`src/rtl/key_cond_pkg.sv`:
```
// Shared defaults for the key conditioner slice.
package key_cond_pkg;
    localparam int unsigned DefWidth      = 2;
    localparam int unsigned DefSyncStages = 2;
    localparam int unsigned DefDbCycles   = 4;
endpackage

```
`src/rtl/key_cond_if.sv`:
```
// Raw-in / conditioned-out bundle between switch pins, key_cond and the moore controller.
interface key_cond_if
    import key_cond_pkg::*;
#(
    parameter int unsigned WIDTH = DefWidth
);
    logic [WIDTH-1:0] RAW;
    logic [WIDTH-1:0] X;
    logic [WIDTH-1:0] RISE;
    logic [WIDTH-1:0] FALL;
    logic             CHG;

    modport master (output RAW, input X, input RISE, input FALL, input CHG);
    modport slave  (input RAW, output X, output RISE, output FALL, output CHG);
endinterface

```
`src/rtl/key_cond_ch.sv`:
```
// One conditioner channel: synchroniser chain, debounce counter, level register, edge strobes.
module key_cond_ch
    import key_cond_pkg::*;
#(
    parameter int unsigned SYNC_STAGES = DefSyncStages,
    parameter int unsigned DB_CYCLES   = DefDbCycles
) (
    input  logic CLK,
    input  logic RST_N,
    input  logic raw,
    output logic x,
    output logic rise,
    output logic fall,
    output logic toggle
);
    localparam int unsigned CntW = $clog2(DB_CYCLES + 1);
    localparam logic [CntW-1:0] CntLast = CntW'(DB_CYCLES - 1);

    logic [SYNC_STAGES-1:0] sync_q;
    logic [CntW-1:0]        cnt_q, cnt_d;
    logic                   x_q, rise_q, fall_q;
    logic                   s;

    assign s = sync_q[SYNC_STAGES-1];

    // Counter only advances while the synchronised sample disagrees with the stable level.
    always_comb begin
        cnt_d  = '0;
        toggle = 1'b0;
        if (s != x_q) begin
            if (cnt_q == CntLast) begin
                toggle = 1'b1;
            end else begin
                cnt_d = cnt_q + 1'b1;
            end
        end
    end

    always_ff @(posedge CLK or negedge RST_N) begin
        if (!RST_N) begin
            sync_q <= '0;
            cnt_q  <= '0;
            x_q    <= 1'b0;
            rise_q <= 1'b0;
            fall_q <= 1'b0;
        end else begin
            sync_q <= {sync_q[SYNC_STAGES-2:0], raw};
            cnt_q  <= cnt_d;
            if (toggle) begin
                x_q <= s;
            end
            rise_q <= toggle & s;
            fall_q <= toggle & ~s;
        end
    end

    assign x    = x_q;
    assign rise = rise_q;
    assign fall = fall_q;
endmodule

```
`src/rtl/key_cond.sv`:
```
// Input conditioner for the moore X input: WIDTH independent channels plus a shared change flag.
module key_cond
    import key_cond_pkg::*;
#(
    parameter int unsigned WIDTH       = DefWidth,
    parameter int unsigned SYNC_STAGES = DefSyncStages,
    parameter int unsigned DB_CYCLES   = DefDbCycles
) (
    input logic       CLK,
    input logic       RST_N,
    key_cond_if.slave bus
);
    logic [WIDTH-1:0] x_vec, rise_vec, fall_vec, toggle_vec;
    logic             chg_q;

    for (genvar i = 0; i < WIDTH; i++) begin : g_ch
        key_cond_ch #(
            .SYNC_STAGES(SYNC_STAGES),
            .DB_CYCLES  (DB_CYCLES)
        ) u_ch (
            .CLK   (CLK),
            .RST_N (RST_N),
            .raw   (bus.RAW[i]),
            .x     (x_vec[i]),
            .rise  (rise_vec[i]),
            .fall  (fall_vec[i]),
            .toggle(toggle_vec[i])
        );
    end

    // Registered from the channels' next-edge toggles so it lines up with the strobes.
    always_ff @(posedge CLK or negedge RST_N) begin
        if (!RST_N) begin
            chg_q <= 1'b0;
        end else begin
            chg_q <= |toggle_vec;
        end
    end

    assign bus.X    = x_vec;
    assign bus.RISE = rise_vec;
    assign bus.FALL = fall_vec;
    assign bus.CHG  = chg_q;
endmodule
```
`src/flat_wrapper.sv`:
```
// flat-port wrapper written by rule: the top's interface ports become plain ports
module key_cond_flat import key_cond_pkg::*;
#(
    parameter int unsigned WIDTH       = DefWidth,
    parameter int unsigned SYNC_STAGES = DefSyncStages,
    parameter int unsigned DB_CYCLES   = DefDbCycles
)
  (CLK, RST_N, bus_RAW, bus_X, bus_RISE, bus_FALL, bus_CHG);
  key_cond_if #(.WIDTH(WIDTH)) bus_i ();
  input logic CLK;
  input logic RST_N;
  input wire logic [$bits(bus_i.RAW)-1:0] bus_RAW;
  output wire logic [$bits(bus_i.X)-1:0] bus_X;
  output wire logic [$bits(bus_i.RISE)-1:0] bus_RISE;
  output wire logic [$bits(bus_i.FALL)-1:0] bus_FALL;
  output wire logic [$bits(bus_i.CHG)-1:0] bus_CHG;
  assign bus_i.RAW = bus_RAW;
  assign bus_X = bus_i.X;
  assign bus_RISE = bus_i.RISE;
  assign bus_FALL = bus_i.FALL;
  assign bus_CHG = bus_i.CHG;
  key_cond #(.WIDTH(WIDTH), .SYNC_STAGES(SYNC_STAGES), .DB_CYCLES(DB_CYCLES)) u_core (.CLK(CLK), .RST_N(RST_N), .bus(bus_i));
endmodule
```
`config.mk`:
```
export PLATFORM = sky130hd
export DESIGN_NAME = key_cond_flat
export DESIGN_NICKNAME = d
export VERILOG_FILES = /design/src/rtl/key_cond_pkg.sv /design/src/rtl/key_cond_if.sv /design/src/rtl/key_cond_ch.sv /design/src/rtl/key_cond.sv /design/src/flat_wrapper.sv
export SDC_FILE = /design/constraint.sdc
export NUM_CORES = 1
export LEC_CHECK = 0
export ABC_AREA = 1
export CAP_MARGIN = 25
export CORE_ASPECT_RATIO = 0.8
export CORE_MARGIN = 3
export CORE_UTILIZATION = 31
export DETAILED_ROUTE_END_ITERATION = 7
export GPL_ROUTABILITY_DRIVEN = 0
export PLACE_DENSITY_LB_ADDON = 0.25
export SYNTH_ARGS = -nofsm -noshare
export SYNTH_HDL_FRONTEND = slang
export SYNTH_SLANG_ARGS = --single-unit
```
`constraint.sdc`:
```
create_clock -name CLK -period 1.27 [get_ports CLK]
set_clock_uncertainty 0.05 [all_clocks]
set_input_delay 0.381 -clock CLK [delete_from_list [all_inputs] [get_ports CLK]]
set_output_delay 0.381 -clock CLK [all_outputs]
set_load 0.01 [all_outputs]
```
After elaboration in Yosys (flattened, before gate mapping)

Cells that the tools add are included.

Flip-flop bits (word level): 17
Latch bits: 0
Bits in writable memories: 0
Memory bits (read-only): 0
Output and inout bits: 7
Logic and storage cells: 32
Memories kept: 0

Add/subtract/negate cells: 2
Multiply operators: 0
Divide/modulo/power cells: 0
Magnitude comparators: 0
Equality and inequality tests: 4
Shifts and indexed selects: 0
Muxes and demuxes: 8
Bitwise operators: 6
Reduce and logical (&&, ||, !) cells: 1

Operator list:

| kind                | count |
|---|---|
| $mux 3              | 4 |
| $add 3x1->3 const B | 2 |
| $eq 3x2->1 const B  | 2 |
| $and 1x1->1         | 4 |
| $mux 1              | 4 |
| $ne 1x1->1          | 2 |
| $not 1->1           | 2 |
| $reduce_or 2->1     | 1 |

Logic depth before layout (Yosys ltp)

Gate-level depths: netlist of the first run.

Word-level depth: 4
Mapped depth: 5
Mapped depth without buffers: 5

Hierarchy

Synthesis of the first run repeated with hierarchy kept, for this count alone.

Cells, all modules: 56
Area total of the unflattened synthesis: 619.3 um2

Modules (own cells, without submodules):

| module      | times used | cells an instance | area each (um2) | sequential area each (um2) |
|---|---|---|---|---|
| key_cond_ch | 2          | 26                | 291.5           | 200.2 |
| key_cond    | 1          | 4                 | 36.3            | 25.0 |

Least setup slack after synthesis of the first run

Ideal clock, no wire load.

Path type: flip-flop to flip-flop
From: register u_core.g_ch[1].u_ch.cnt_q[0]
To: register u_core.g_ch[1].u_ch.x_q
Setup time: 0.121 ns
Arrival time: 0.790 ns
Data required time: 1.099 ns
Setup slack: 0.309 ns
Cell stages (with the launch flop): 6
Buffers on the path: 0
Period minus slack after synthesis: 0.961 ns
Cell sequence: dfrtp_1 -> ha_1 -> nand2_4 -> nor2_4 -> inv_2 -> nand2_1

Cells in the longest elaborated chain, start to end: 3

Ends and longest elaborated chain:

| what                   | RTL line          | RTL |
|---|---|---|
| start, declared        | key_cond_ch.sv:20 | `logic [CntW-1:0] cnt_q, cnt_d;` |
| start signal, assigned | key_cond_ch.sv:48 | `cnt_q <= cnt_d;` |
| $eq 3x2->1             | key_cond_ch.sv:31 | `if (cnt_q == CntLast) begin` |
| $mux 1                 | key_cond_ch.sv:31 |  |
| $mux 1                 | key_cond_ch.sv:30 | `if (s != x_q) begin` |
| end signal, assigned   | key_cond_ch.sv:50 | `x_q <= s;` |
| end, declared          | key_cond_ch.sv:21 | `logic x_q, rise_q, fall_q;` |

No other way between the ends.
A chain may end at the register's enable or synchronous reset.

Final worst setup path of the first run

From: register u_core.g_ch[1].u_ch.x_q
To: output port bus_X[1]

RTL lines:

| what          | RTL line           | RTL |
|---|---|---|
| end, declared | flat_wrapper.sv:13 | `output wire logic [$bits(bus_i.X)-1:0] bus_X;` |

No word-level cell between the ends.

==> flow_summary.toml, run 1 <==
[outcome]
status = "completed"

[timing]
relSlewSlack = 0.905
rsz0062_at_grt = "true"
tightest_slew_ns = 0.143
setup_viol = 0
layout_min_cycle_time_ns = 1.25
max_freq_ghz = 0.800
fin_crit_sh = 0.984
final-max-slew-violation-count = 0
hold_violations = 0

[routing]
wl_per_cell_um = 9.12
viasPerCell = 3.92
dr.pass1.iters = 4
num_vias = 419
ant_nets = 0
wirelength_um = 976
drc = 0
drt_iter0_markers = 3

[pwr]
pwr_density_cell_mw_per_mm2 = 1690
ir_worst_vdd_mv = 0.524
leakage_nw = 0.439
total_power_w = 0.00142

[place]
io_buffers = 10
dp.cells = 103
hpwl_um = 706

[die]
rows = 15
core_mm2 = 0.00220
die_y_um = 49.5
io_pins = 11
die_area_mm2 = 0.00299
dieWidth_um = 60.4
start_util = 0.334

[synthesis]
avgSynthCellArea_um2 = 10.2
synth_cell_types = 12
syn_inst = 72
synth_warnings = 0
synth-seq-cells = 17
syn-cell-area_um2 = 734
ys_seq_area_frac = 0.579
syn-num-nets = 78

[critical_path]
cp-end-kind = "primary output"
cp_max_fo = 3
start_kind = "register"
slowest_delay_ns = 0.40
r2r_slack_ns = 0.23
worstPathCellList = "buf_2"
critPathSlowestCell = "dfrtp_1"
crit_cells = 1
critical-path-top-delay-family = "flip-flops"
cp.required_ns = 0.84
ff2ff_path_depth = 5
crit_buf_inv = 1
crit_arrival_ns = 0.82
crit_type = "register to primary output"

[layout]
syn_to_final_growth_pct = 14.3
drive_above_1_share = 0.390
diodes = 0
finalNonFillerCells = 107
fillerInstances = 230
nets = 89
multi_input_comb_area_um2 = 208
ff_latch_area_um2 = 425

[min_path]
worstHoldPathCells = 0
hp-class = "register to register"

[grt]
grt_max_degree = 18
track_usage = 0.0800
grt_pass1_wl_mm = 1.70
grt_antenna_before_repair = 0
grt_pass1_vias = 385
grt.overflow.total = 0

[clocking]
clk_latency_ns = 0.28
root_buffer = "clkbuf_4"
htree_levels = 1
clk_transition_reported_paths_ns = 0.09
cts.sinks = 17
clockBufferDepth = 2
cts_buffers = 3
tritoncts = "yes"

[flow_run]
drv_cap = 0
[layout make-up]
class / count / area share
well taps: 25 / 0.0373
multi-input cells: 34 / 0.247
flip-flops and latches: 17 / 0.507
inverters: 15 / 0.0671
clock buffers: 4 / 0.0313
repair buffers: 12 / 0.110
[synthesized netlist by cell type, drive strengths merged]
library cell,number,area (um^2)
inv,15,56.3
o21bai,2,15.0
dfrtp,17,425
nor2,12,75.1
buf,6,45.0
ha,2,25.0
nand2,18,92.6
[metrics by stage]
| stage | instance area, um^2 | hold WS, ns | setup TNS, ns | worst slack, ns | util |
|---|---|---|---|---|---|
| 2_1_floorplan | 734 | 0.0354 | 0 | 0.309 | - |
| 3_3_place_gp | 848 | 0.285 | -0.0404 | -0.0322 | 0.386 |
| 3_5_place_dp | 848 | 0.285 | -0.0598 | -0.0462 | 0.386 |
| 4_1_cts | 840 | 0.308 | -0.00741 | -0.00741 | 0.382 |
| 6_report | 840 | 0.306 | 0 | 0.0199 | 0.382 |
| 5_1_grt | 840 | 0.318 | -0.0547 | -0.0395 | 0.382 |
[layout by cell type, fill, tap and decap left out]
master and instances:
buf_4 1, nor2_4 2, ha_1 2, clkbuf_1 1, clkdlybuf4s50_1 3, inv_2 6, nand2_1 12, buf_12 1
inv_1 9, nor2_1 4, clkbuf_4 3, buf_2 7, nor2_2 6, dfrtp_1 17, nand2_2 4, nand2_4 2
o21bai_1 2
[logic make-up after synthesis]
| kind of cell | count (synthesis) | share of synthesized area |
|---|---|---|
| and+or+nand+nor | 30 | 0.228 |
| DFF | 17 | 0.579 |
| AOI/OAI and AO/OA | 2 | 0.0204 |
| buffers and inverters | 21 | 0.138 |
| adders and majority gates | 2 | 0.0341 |
[power breakdown]
group | internal [W] | switching (W) | leakage (nW)
combinational | 0.000190 | 0.000273 | 0.203
sequential | 0.000637 | 0.0000433 | 0.221
clock | 0.000122 | 0.000157 | 0.0150
[layer usage]
| metal | wire length (um) | global-route usage |
|---|---|---|
| met1 | 471 | 0.110 |
| met2 | 439 | 0.0953 |
| met5 | 0 | 0 |
| met4 | 21 | 0.0758 |
| met3 | 44 | 0.0236 |
[registers in the layout (all words and copies together) (netlist names)]
| signal | flops |
|---|---|
| u_core.g_ch.u_ch.rise | 2 |
| u_core.bus.CHG | 1 |
| u_core.g_ch.u_ch.x | 2 |
| u_core.g_ch.u_ch.fall | 2 |
| u_core.g_ch.u_ch.cnt_q | 6 |
| u_core.g_ch.u_ch.sync_q | 4 |
[repair_timing]
action,in CTS,in global routing
endpoints found under the setup margin,7,2
hold buffers,0,0
setup buffers,0,0
resized for setup,28,0
[worst paths after layout]
path / startpoint / endpoint
setup reg to reg: u_core.g_ch[1].u_ch.cnt_q[0]$_DFF_PN0_ / u_core.g_ch[1].u_ch.x$_DFFE_PN0P_
setup / recovery: u_core.g_ch[1].u_ch.x$_DFFE_PN0P_ / bus_X[1]
hold reg to reg: u_core.g_ch[1].u_ch.sync_q[0]$_DFF_PN0_ / u_core.g_ch[1].u_ch.sync_q[1]$_DFF_PN0_
hold / removal: u_core.g_ch[1].u_ch.sync_q[0]$_DFF_PN0_ / u_core.g_ch[1].u_ch.sync_q[1]$_DFF_PN0_
min in group asynchronous: RST_N / u_core.g_ch[0].u_ch.x$_DFFE_PN0P_
max in group asynchronous: RST_N / u_core.g_ch[1].u_ch.cnt_q[1]$_DFF_PN0_
Power figures use the tool's default switching activity.
==> run 2, diff against run 1 <==
CORE_MARGIN = not set   (was 3)
SKIP_CTS_REPAIR_TIMING = 1   (was not set)
==> run 2 against run 1 <==
  * Cell area up 1.9%
  * Highest routed layer unchanged
  * Sequential share of layout area down 0.96 points
  * Total power rose by 3.4%
  * Combinational power is 8.9% higher
  * Critical path depth did not move
  * Clock-buffer cell count is 1 lower
  * Largest power group unchanged
  * Global-route usage increased by 1.3 points
==> flow_summary.toml, run 2 (same netlist as run 1, synthesis figures left out) <==
[outcome]
status = "completed"

[critical_path]
cp_max_fo = 2
cp-end-kind = "primary output"
cp.required_ns = 0.84
critPathSlowestCell = "dfrtp_1"
worstPathCellList = "clkbuf_2"
crit_type = "register to primary output"
ff2ff_path_depth = 7
slowest_delay_ns = 0.39
crit_buf_inv = 1
start_kind = "register"
r2r-start = "u_core.g_ch[1].u_ch.x$_DFFE_PN0P_"
critical-path-top-delay-family = "flip-flops"
crit_start = "u_core.g_ch[0].u_ch.x$_DFFE_PN0P_"
r2r_slack_ns = 0.17
r2r-end = "u_core.g_ch[1].u_ch.cnt_q[1]$_DFF_PN0_"
crit_arrival_ns = 0.80

[routing]
viasPerCell = 3.89
ant_nets = 0
drt_iter0_markers = 9
dr.pass1.iters = 3
wirelength_um = 942
wl_per_cell_um = 8.64
drc = 0
num_vias = 424

[timing]
final-max-slew-violation-count = 0
hold_violations = 0
relSlewSlack = 0.902
max_freq_ghz = 0.812
rsz0062_at_grt = "true"
whs_ns = 0.309
fin_crit_sh = 0.970
setup_viol = 0
tightest_slew_ns = 0.147
layout_min_cycle_time_ns = 1.23

[clocking]
clockBufferDepth = 2
clk_transition_reported_paths_ns = 0.10
clk_latency_ns = 0.29
cts_buffers = 3
htree_levels = 1
root_buffer = "clkbuf_4"
cts.sinks = 17
tritoncts = "yes"

[grt]
grt_max_degree = 18
grt_pass1_vias = 414
track_usage = 0.0926
grt_antenna_before_repair = 0
grt.overflow.total = 0
grt_pass1_wl_mm = 1.74

[pwr]
internal-power_w = 0.000978
leakage_nw = 0.447
pwr_density_cell_mw_per_mm2 = 1720
p_seq_frac = 0.461
sw_frac_of_total = 0.335
comb_power_share = 0.343
ir_worst_vdd_mv = 0.759
power_switching_w = 0.000493
pwr-share-clk = 0.196

[layout]
drive_above_1_share = 0.417
final_common_cell = "dfrtp_1"
nets = 91
mostFrequentLayoutCells = "dfrtp_1, nand2_1, inv_1"
largest_reg_flops = 6
diodes = 0
finalNonFillerCells = 109
top_register = "u_core.g_ch.u_ch.cnt_q"
syn_to_final_growth_pct = 16.5
top_regs = "u_core.g_ch.u_ch.cnt_q (6), u_core.g_ch.u_ch.sync_q (4)"

[die]
io_pins = 11
die_area_mm2 = 0.00257
start_util = 0.334
dieWidth_um = 56.4
die_y_um = 45.5
rows = 15
core_mm2 = 0.00220

[min_path]
min_from = "u_core.g_ch[1].u_ch.sync_q[0]$_DFF_PN0_"
worstHoldPathCells = 0
worstHoldEndpoint = "u_core.g_ch[1].u_ch.sync_q[1]$_DFF_PN0_"
hp-class = "register to register"

[flow_run]
drv_cap = 0

[place]
io_buffers = 10
hpwl_um = 689
dp.cells = 104
## run 2: per-layer routing
layer / GRT usage / part of all wire / routed length, um / up-vias
met2: 0.136 / 0.46 / 435 / 11
met1: 0.117 / 0.49 / 460 / 186
met3: 0.0256 / 0.041 / 39 / 2
met4: 0.0732 / 0.0074 / 7 / 0
met5: 0 / 0 / 0 / -
li1: - / - / - / 225
## run 2: how the worst max path moves through the flow
stage / to / slack, ns / cells past startpoint
after floorplan: u_core.g_ch[1].u_ch.x$_DFFE_PN0P_ / 0.31 / 5
after global placement: bus_X[0] / -0.008 / 1
after detailed placement: bus_X[1] / -0.008 / 1
after CTS: bus_X[1] / -0.35 / 1
after global routing: bus_X[1] / -0.002 / 1
final: bus_X[0] / 0.04 / 1
## run 2: area by class of cell
class | instances | area [um^2]
flip-flops and latches | 17 | 425
well taps | 25 | 31.3
clock buffers | 3 | 22.5
inverters | 15 | 56.3
clock inverters | 1 | 5.00
repair buffers | 14 | 108
fillers | 222 | 1340
multi-input cells | 34 | 208
## run 2: through the flow
stage | power [W] | worst slack (ns) | cell area, um^2 | setup TNS (ns) | utilization
final | 0.00147 | 0.0384 | 856 | 0 | 0.390
after global routing | 0.00158 | -0.00191 | 856 | -0.00191 | 0.390
after CTS | 0.00151 | -0.345 | 883 | -2.27 | 0.402
after detailed placement | 0.00122 | -0.00794 | 856 | -0.0154 | 0.390
after global placement | 0.00121 | -0.00830 | 856 | -0.0138 | 0.390
after floorplan | 0.00107 | 0.309 | 734 | 0 | -
## run 2: power groups by stage
| stage | clock network (W) | logic (W) | registers, W |
|---|---|---|---|
| final | 0.000288 | 0.000504 | 0.000678 |
| after global routing | 0.000324 | 0.000566 | 0.000690 |
| after CTS | 0.000301 | 0.000535 | 0.000679 |
| after detailed placement | 0 | 0.000533 | 0.000689 |
| after global placement | 0 | 0.000524 | 0.000685 |
| after floorplan | 0 | 0.000378 | 0.000692 |
==> run 3, diff against run 2 <==
ABC_CLOCK_PERIOD_IN_PS = 1270   (was not set)
==> results of run 3 <==
Same layout as run 2: the final DEF is identical, and so are final timing and power.
